$ cat config.mk
export PLATFORM = sky130hd
export DESIGN_NAME = pht_counter_table
export DESIGN_NICKNAME = d
export VERILOG_FILES = /design/src/rtl/pht_counter_table.sv
export SDC_FILE = /design/constraint.sdc
export NUM_CORES = 1
export LEC_CHECK = 0
export BUFFER_PORTS_ARGS = -buffer_cell sky130_fd_sc_hd__buf_2
export CORE_UTILIZATION = 50
export CTS_CLUSTER_SIZE = 16
export DETAILED_ROUTE_END_ITERATION = 6
export MAX_ROUTING_LAYER = met4
export PLACE_DENSITY = 0.76
export SLEW_MARGIN = 30
export SYNTH_ARGS = -nofsm -noshare
export SYNTH_HDL_FRONTEND = slang
export SYNTH_SLANG_ARGS = --single-unit
export TNS_END_PERCENT = 1
$ cat constraint.sdc
create_clock -name clk -period 3.5 [get_ports clk]
set_input_delay 0.525 -clock clk [delete_from_list [all_inputs] [get_ports clk]]
set_output_delay 0.525 -clock clk [all_outputs]
set_load 0.05 [all_outputs]
$ cat src/rtl/pht_counter_table.sv
// Pattern history table of saturating branch counters with a post-reset/flush init sweep.
// Define PHT_GSHARE_EN for gshare indexing (address XOR global history); default is bimodal.
module pht_counter_table #(
    parameter int s_index    = 6,
    parameter int width      = 2,
    parameter int init_value = 2**(width-1)-1
) (
    input  logic               clk,
    input  logic               reset,
    input  logic               flush,
    input  logic [s_index-1:0] pred_addr,
    output logic               pred_taken,
    output logic [width-1:0]   pred_counter,
    output logic [s_index-1:0] pred_hist,
    output logic               ready,
    input  logic               upd_valid,
    input  logic [s_index-1:0] upd_addr,
    input  logic [s_index-1:0] upd_hist,
    input  logic               upd_taken
);

    localparam int num_sets = 2**s_index;

    localparam logic [0:0] ST_INIT  = 1'b0;
    localparam logic [0:0] ST_READY = 1'b1;

    localparam logic [s_index-1:0] last_idx = '1;
    localparam logic [width-1:0]   cnt_max  = '1;
    localparam logic [width-1:0]   cnt_min  = '0;
    localparam logic [width-1:0]   init_cnt = init_value[width-1:0];

    logic [0:0]         state;
    logic [s_index-1:0] sweep_ptr;
    logic [width-1:0]   tbl [num_sets];

    logic [s_index-1:0] pidx;
    logic [s_index-1:0] uidx;
    logic               upd_en;
    logic [width-1:0]   upd_cur;
    logic [width-1:0]   upd_next;

    assign ready  = (state == ST_READY);
    assign upd_en = ready && upd_valid && !flush;

    // Sweep sequencer: one entry per cycle, flush restarts it from entry 0.
    always_ff @(posedge clk or posedge reset) begin
        if (reset) begin
            state     <= ST_INIT;
            sweep_ptr <= '0;
        end else if (flush) begin
            state     <= ST_INIT;
            sweep_ptr <= '0;
        end else if (state == ST_INIT) begin
            sweep_ptr <= sweep_ptr + 1'b1;
            if (sweep_ptr == last_idx)
                state <= ST_READY;
        end
    end

`ifdef PHT_GSHARE_EN
    logic [s_index-1:0] ghr;

    always_ff @(posedge clk or posedge reset) begin
        if (reset)
            ghr <= '0;
        else if (flush)
            ghr <= '0;
        else if (upd_en)
            ghr <= {ghr[s_index-2:0], upd_taken};
    end

    assign pidx      = pred_addr ^ ghr;
    assign uidx      = upd_addr ^ upd_hist;
    assign pred_hist = ghr;
`else
    logic unused_hist;

    assign pidx        = pred_addr;
    assign uidx        = upd_addr;
    assign pred_hist   = '0;
    assign unused_hist = ^upd_hist;
`endif

    assign upd_cur = tbl[uidx];

    always_comb begin
        upd_next = upd_cur;
        if (upd_taken) begin
            if (upd_cur != cnt_max)
                upd_next = upd_cur + 1'b1;
        end else begin
            if (upd_cur != cnt_min)
                upd_next = upd_cur - 1'b1;
        end
    end

    // Table storage is deliberately unreset; the sweep defines its contents.
    always_ff @(posedge clk) begin
        if (state == ST_INIT)
            tbl[sweep_ptr] <= init_cnt;
        else if (upd_en)
            tbl[uidx] <= upd_next;
    end

    // Read side shows the stored value only; an update in the same cycle lands after the edge.
    assign pred_counter = ready ? tbl[pidx] : '0;
    assign pred_taken   = pred_counter[width-1];

endmodule
# Word-level counts from Yosys, hierarchy flattened
# Memory sizes are Yosys's and may differ from the RTL's.
# Cells that the tools add are included.
# W data, S select, Z words.
[totals]
n_memories = 1
input_bits = 23
elab_cells = 30
ff_bits = 7
mem_bits_rw = 128
[mem_list]
columns = ["name", "words", "width", "read_ports", "rd_ports_with_merged_regs", "write_ports", "line", "text"]
rows = [
  ["tbl", 64, 2, 2, 0, 1, "34", "logic [width-1:0] tbl [num_sets];"],
]
[classes]
addsub = 3
n_reduce_logical = 5
n_eq_ne = 3
n_mux = 16
[op_table]
columns = ["cell", "n"]
rows = [
  ["$mux W6", 3],
  ["$mux W2", 5],
  ["$mux W1", 8],
  ["$add A6 B1 Y6 const B", 1],
  ["$eq A6 B6 Y1 const B", 1],
  ["$ne A2 B2 Y1 const B", 2],
  ["$add A2 B1 Y2 const B", 1],
  ["$logic_and A1 B1 Y1", 2],
  ["$reduce_bool A2 Y1", 1],
  ["$reduce_or A2 Y1", 1],
  ["$sub A2 B1 Y2 const B", 1],
  ["$logic_not A1 Y1", 1],
]

# Longest topological paths before layout
[depth]
ltp_word = 7
mapped_depth = 9
mapped_depth_nobuf = 6

# Worst setup path before layout
# No wires, ideal clock.
[synth_path]
path_kind = "input-to-reg"
startpoint = "input upd_addr[0]"
endpoint = "memory tbl[0][1] (data pin)"
required_ns = 2.948
setup_ns = 0.552
setup_slack_ns = -0.886
path_buffers = 3
cell_stages = 9
arrival_time_ns = 3.834
path_cell_list = "buf_4 buf_6 buf_6 mux2i_1 a22oi_1 a21oi_1 o41ai_1 a21oi_1 o22ai_1"
[synth_via]
elab_chain_cells = 5
word_cells_on_any_way = 9
[synth_lines]
columns = ["item", "line", "text"]
rows = [
  ["from (decl)", "17", "input logic [s_index-1:0] upd_addr,"],
  ["$mem_v2 Z64 W2 *", "-", ""],
  ["$sub A2 B1 Y2, or another cell as far along", "93", "upd_next = upd_cur - 1'b1;"],
  ["$mux W2 (on tied branches)", "92, 89", ""],
  ["$mux W2 *", "88", "if (upd_taken) begin"],
  ["$mux W2 (no source line) *", "-", ""],
  ["to (decl)", "34", ""],
]
# Every way passes the cells marked *; elsewhere a longest branch is shown, timed or not.

# Worst setup path after layout
[layout_path]
startpoint = "input pred_addr[0]"
endpoint = "output pred_taken"
[layout_via]
elab_chain_cells = 2
[layout_lines]
columns = ["item", "line", "text"]
rows = [
  ["from (decl)", "11", "input logic [s_index-1:0] pred_addr,"],
  ["$mem_v2 Z64 W2", "-", ""],
  ["$mux W2", "106", "assign pred_counter = ready ? tbl[pidx] : '0;"],
  ["to (decl)", "12", "output logic pred_taken,"],
]
# Every way passes these cells.

==> metrics.txt <==
Synth Warn # 0; area taken by flip-flops and latches 4020 um^2; Internal Pwr Total 2.83 mW; combinational share of power 7.6%; number of inserted filler cells in the final layout 1035; hold-fix buffer count after cts 0; xor/xnor cell area share of the yosys netlist 0.509%; post-detailed-route via-to-cell ratio 6.56; clock share of power 44.4%; overall global routing resource usage 26.4%; r2r setup slk 0.63 ns; Sink Count 135; synthesized-area fraction occupied by adder cells 0.182%; endpoint of the most critical register-to-register path tbl[8][1]; switching component of the power 0.835 mW; Pwr Total 3.67 mW; worst r2r path cells 4; half-perimeter wire length of the detailed placement result 11500 um; count of input and output buffers 20; unrepaired setup endpoints after global routing no; placed insts 638; capturing element of the worst setup path pred_taken; post-route minimum period 3.36 ns; total congestion overflow 0; Die X-Extent 119 um; TritonCTS clock tree done; vias post-DR 4405; maximum achievable frequency 0.297 GHz; dominant combinational cell family by area after synthesis multiplexers; clock insertion delay at the later pin of the skew report 0.42 ns; sort of element at the start of the critical path input port; CTS Buffer Depth 2; most used cell, CP sky130_fd_sc_hd__mux4_2; highest net fanout along the worst path 20; share of post-route cells with drive strength above 1 26.5%; number of endpoints with negative hold slack in the final report 0; Die Span Y 119 um; number of search-and-repair iterations in the first detailed-routing pass 5; DRC Markers 0; number of nets at the end of the flow 505; area fraction in compound gates after synthesis 4.67%; share of synthesized registers carrying an async set or reset 5.19%; peak supply drop 319 uV; Leak 2.71 nW; number of synthesized flops with an enable pin 128; H-tree Lvls 4; buffer type at the clock tree root sky130_fd_sc_hd__clkbuf_16; CP max stage cell sky130_fd_sc_hd__mux4_2; Detailed Route Iter0 Violations 668; synthesized flop and latch total 135; start-to-end type of the worst setup path in -> out; Seq/Total Area, Yosys 58.4%; sequential power share 48.0%; WL per Instance 25.0 um; count of final max-slew check failures 0; portion of synthesized cell area occupied by the leading cell type 55.8%; delay of the slowest critical-path stage 0.60 ns; final instance count without filler cells 671; Period Utilization, post-route 96.1%; area grow syn2layout 12.8%; pin count of the biggest net entering global routing 41; net switching share of the total power 22.8%; Initial Util 51.6%; final-report setup violation count 0; Setup Total Neg Slack 0 ns; dominant cells by area after synthesis sky130_fd_sc_hd__edfxtp_1, sky130_fd_sc_hd__mux4_2, sky130_fd_sc_hd__nor2_1; number of core rows 42; worst hold path type in -> async; post-synthesis simple-gate area fraction 8.76%; reg2reg start ready; post-cts resize count 0; area of the placeable core 13300 um^2; unique cell type count in the Yosys netlist 43; Mapped Cells 455; Ports 33; worst path required time 2.97 ns; post-CTS repair timing setup buffer count 0; worst slew slack as a fraction of its limit 46.2%; combined area of the multi-input logic cells 2690 um^2; start point of the critical path pred_addr[0]; transition time at the pin with the least slew margin 0.805 ns; Fin Clk Skew 0.00768 ns; commonest register cell after synthesis sky130_fd_sc_hd__edfxtp_1; Crit. End Element primary output; dominant cell type by area after synthesis sky130_fd_sc_hd__edfxtp_1; Total Routed Length 16800 um; RePlAce Congestion 1.04; Max-Cap Viols 0; Synth Cell Area 6880 um^2; arrival time of data at the critical path endpoint 2.84 ns; die area 14200 um^2; fraction of synthesized area in multiplexers 24.5%; number of antenna violations at the first check in global routing 1; Power Density 473 nW/um^2; clock transition time at the flip-flop clock pins of the worst setup and hold paths 0.06 ns; number of global-route vias before repair 4442; Post-Synthesis Mean Instance Area 15.1 um^2; post-route antenna net violation count 0; result of the run finished, final reports clean; first-pass GRT wire length 26100 um; crit-path cells buf_2 -> buf_12 -> mux4_2 -> mux4_2 -> mux4_2 -> and2_1 -> buf_2; CTS Buf Count 17
logic make-up after synthesis:
| kind of cell | after synthesis |
|---|---|
| AND/OR/NAND/NOR | 142 |
| flip-flops | 135 |
| multiplexers | 88 |
| AO/OA/AOI/OAI | 47 |
| buffers and inverters | 37 |
| XOR/XNOR | 4 |
| adder cells (fa/ha/maj) | 1 |
| other | 1 |
placed cells by master (no fill, tap or decap), drive strengths merged, types with 4 or more instances in the layout:
cell    instances
mux4           64
mux2i          22
and2            4
nor2           78
conb            6
a22oi          12
dfrtp           7
clkinv          9
buf            34
o21ai           6
a21oi          11
nor2b           6
clkbuf         19
inv             6
a311oi          4
nand2          33
edfxtp        128
nand3          10
worst max-delay path, delay by kind of cell:
kind	cells	cell delay, ns
and+or+nand+nor	1	0.19
muxes	3	1.54
buffers and inverters	3	0.56
area by class of cell:
type	instances	share of cell area [%]
inverters	5	0.242
clock inverters	13	1.39
well taps	176	2.84
repair buffers	34	3.45
clock buffers	19	5.58
flip-flops and latches	135	51.8
diodes	1	0.0322
multi-input cells	288	34.7
sequential cells by signal, indices dropped and copies added, names as in the netlist:
register and cells:
tbl 128, sweep_ptr 6, ready 1
power groups by stage:
stage	registers, mW	logic, mW	clock network, mW
2_1_floorplan	1.79	0.197	0
3_3_place_gp	1.79	0.271	0
3_5_place_dp	1.79	0.275	0
4_1_cts	1.76	0.277	1.64
5_1_grt	1.76	0.295	1.70
6_report	1.76	0.279	1.63
cell usage after synthesis (all sizes together), types with 4 or more instances:
cell and number:
a21oi 11, a22oi 12, a311oi 4, and2 4, buf 24, clkbuf 8
dfrtp 7, edfxtp 128, inv 5, mux2i 22, mux4 64, nand2 33
nand3 10, nor2 78, nor2b 6, o21ai 6
stage by stage:
step	hold WS [ns]	cell area [um^2]	setup slack, ns	util [%]
CTS	0.0242	7760	0.141	58.1
floorplan	0.328	6910	0.0268	-
global route	0.0487	7760	0.0509	58.2
detailed placement	0.463	7220	0.0861	54.1
global placement	0.449	7220	0.181	54.1
finish	0.0257	7760	0.136	58.2
worst min path at each step:
stage,cells after the start,end,slack (ns)
after floorplan,1,ready,0.33
after global placement,2,sweep_ptr[2],0.45
after detailed placement,2,sweep_ptr[2],0.46
after CTS,2,sweep_ptr[3],0.02
after global routing,2,sweep_ptr[3],0.05
final,2,sweep_ptr[3],0.03
routing by layer:
metal / up-vias / track usage [%] / wire (um)
met5: - / - / 0
met2: 289 / 42.6 / 8530
met4: 0 / 9.45 / 552
met3: 53 / 6.61 / 1570
met1: 2209 / 32.7 / 6160
li1: 1854 / - / -
No activity file was read; power rests on OpenSTA's default activity.
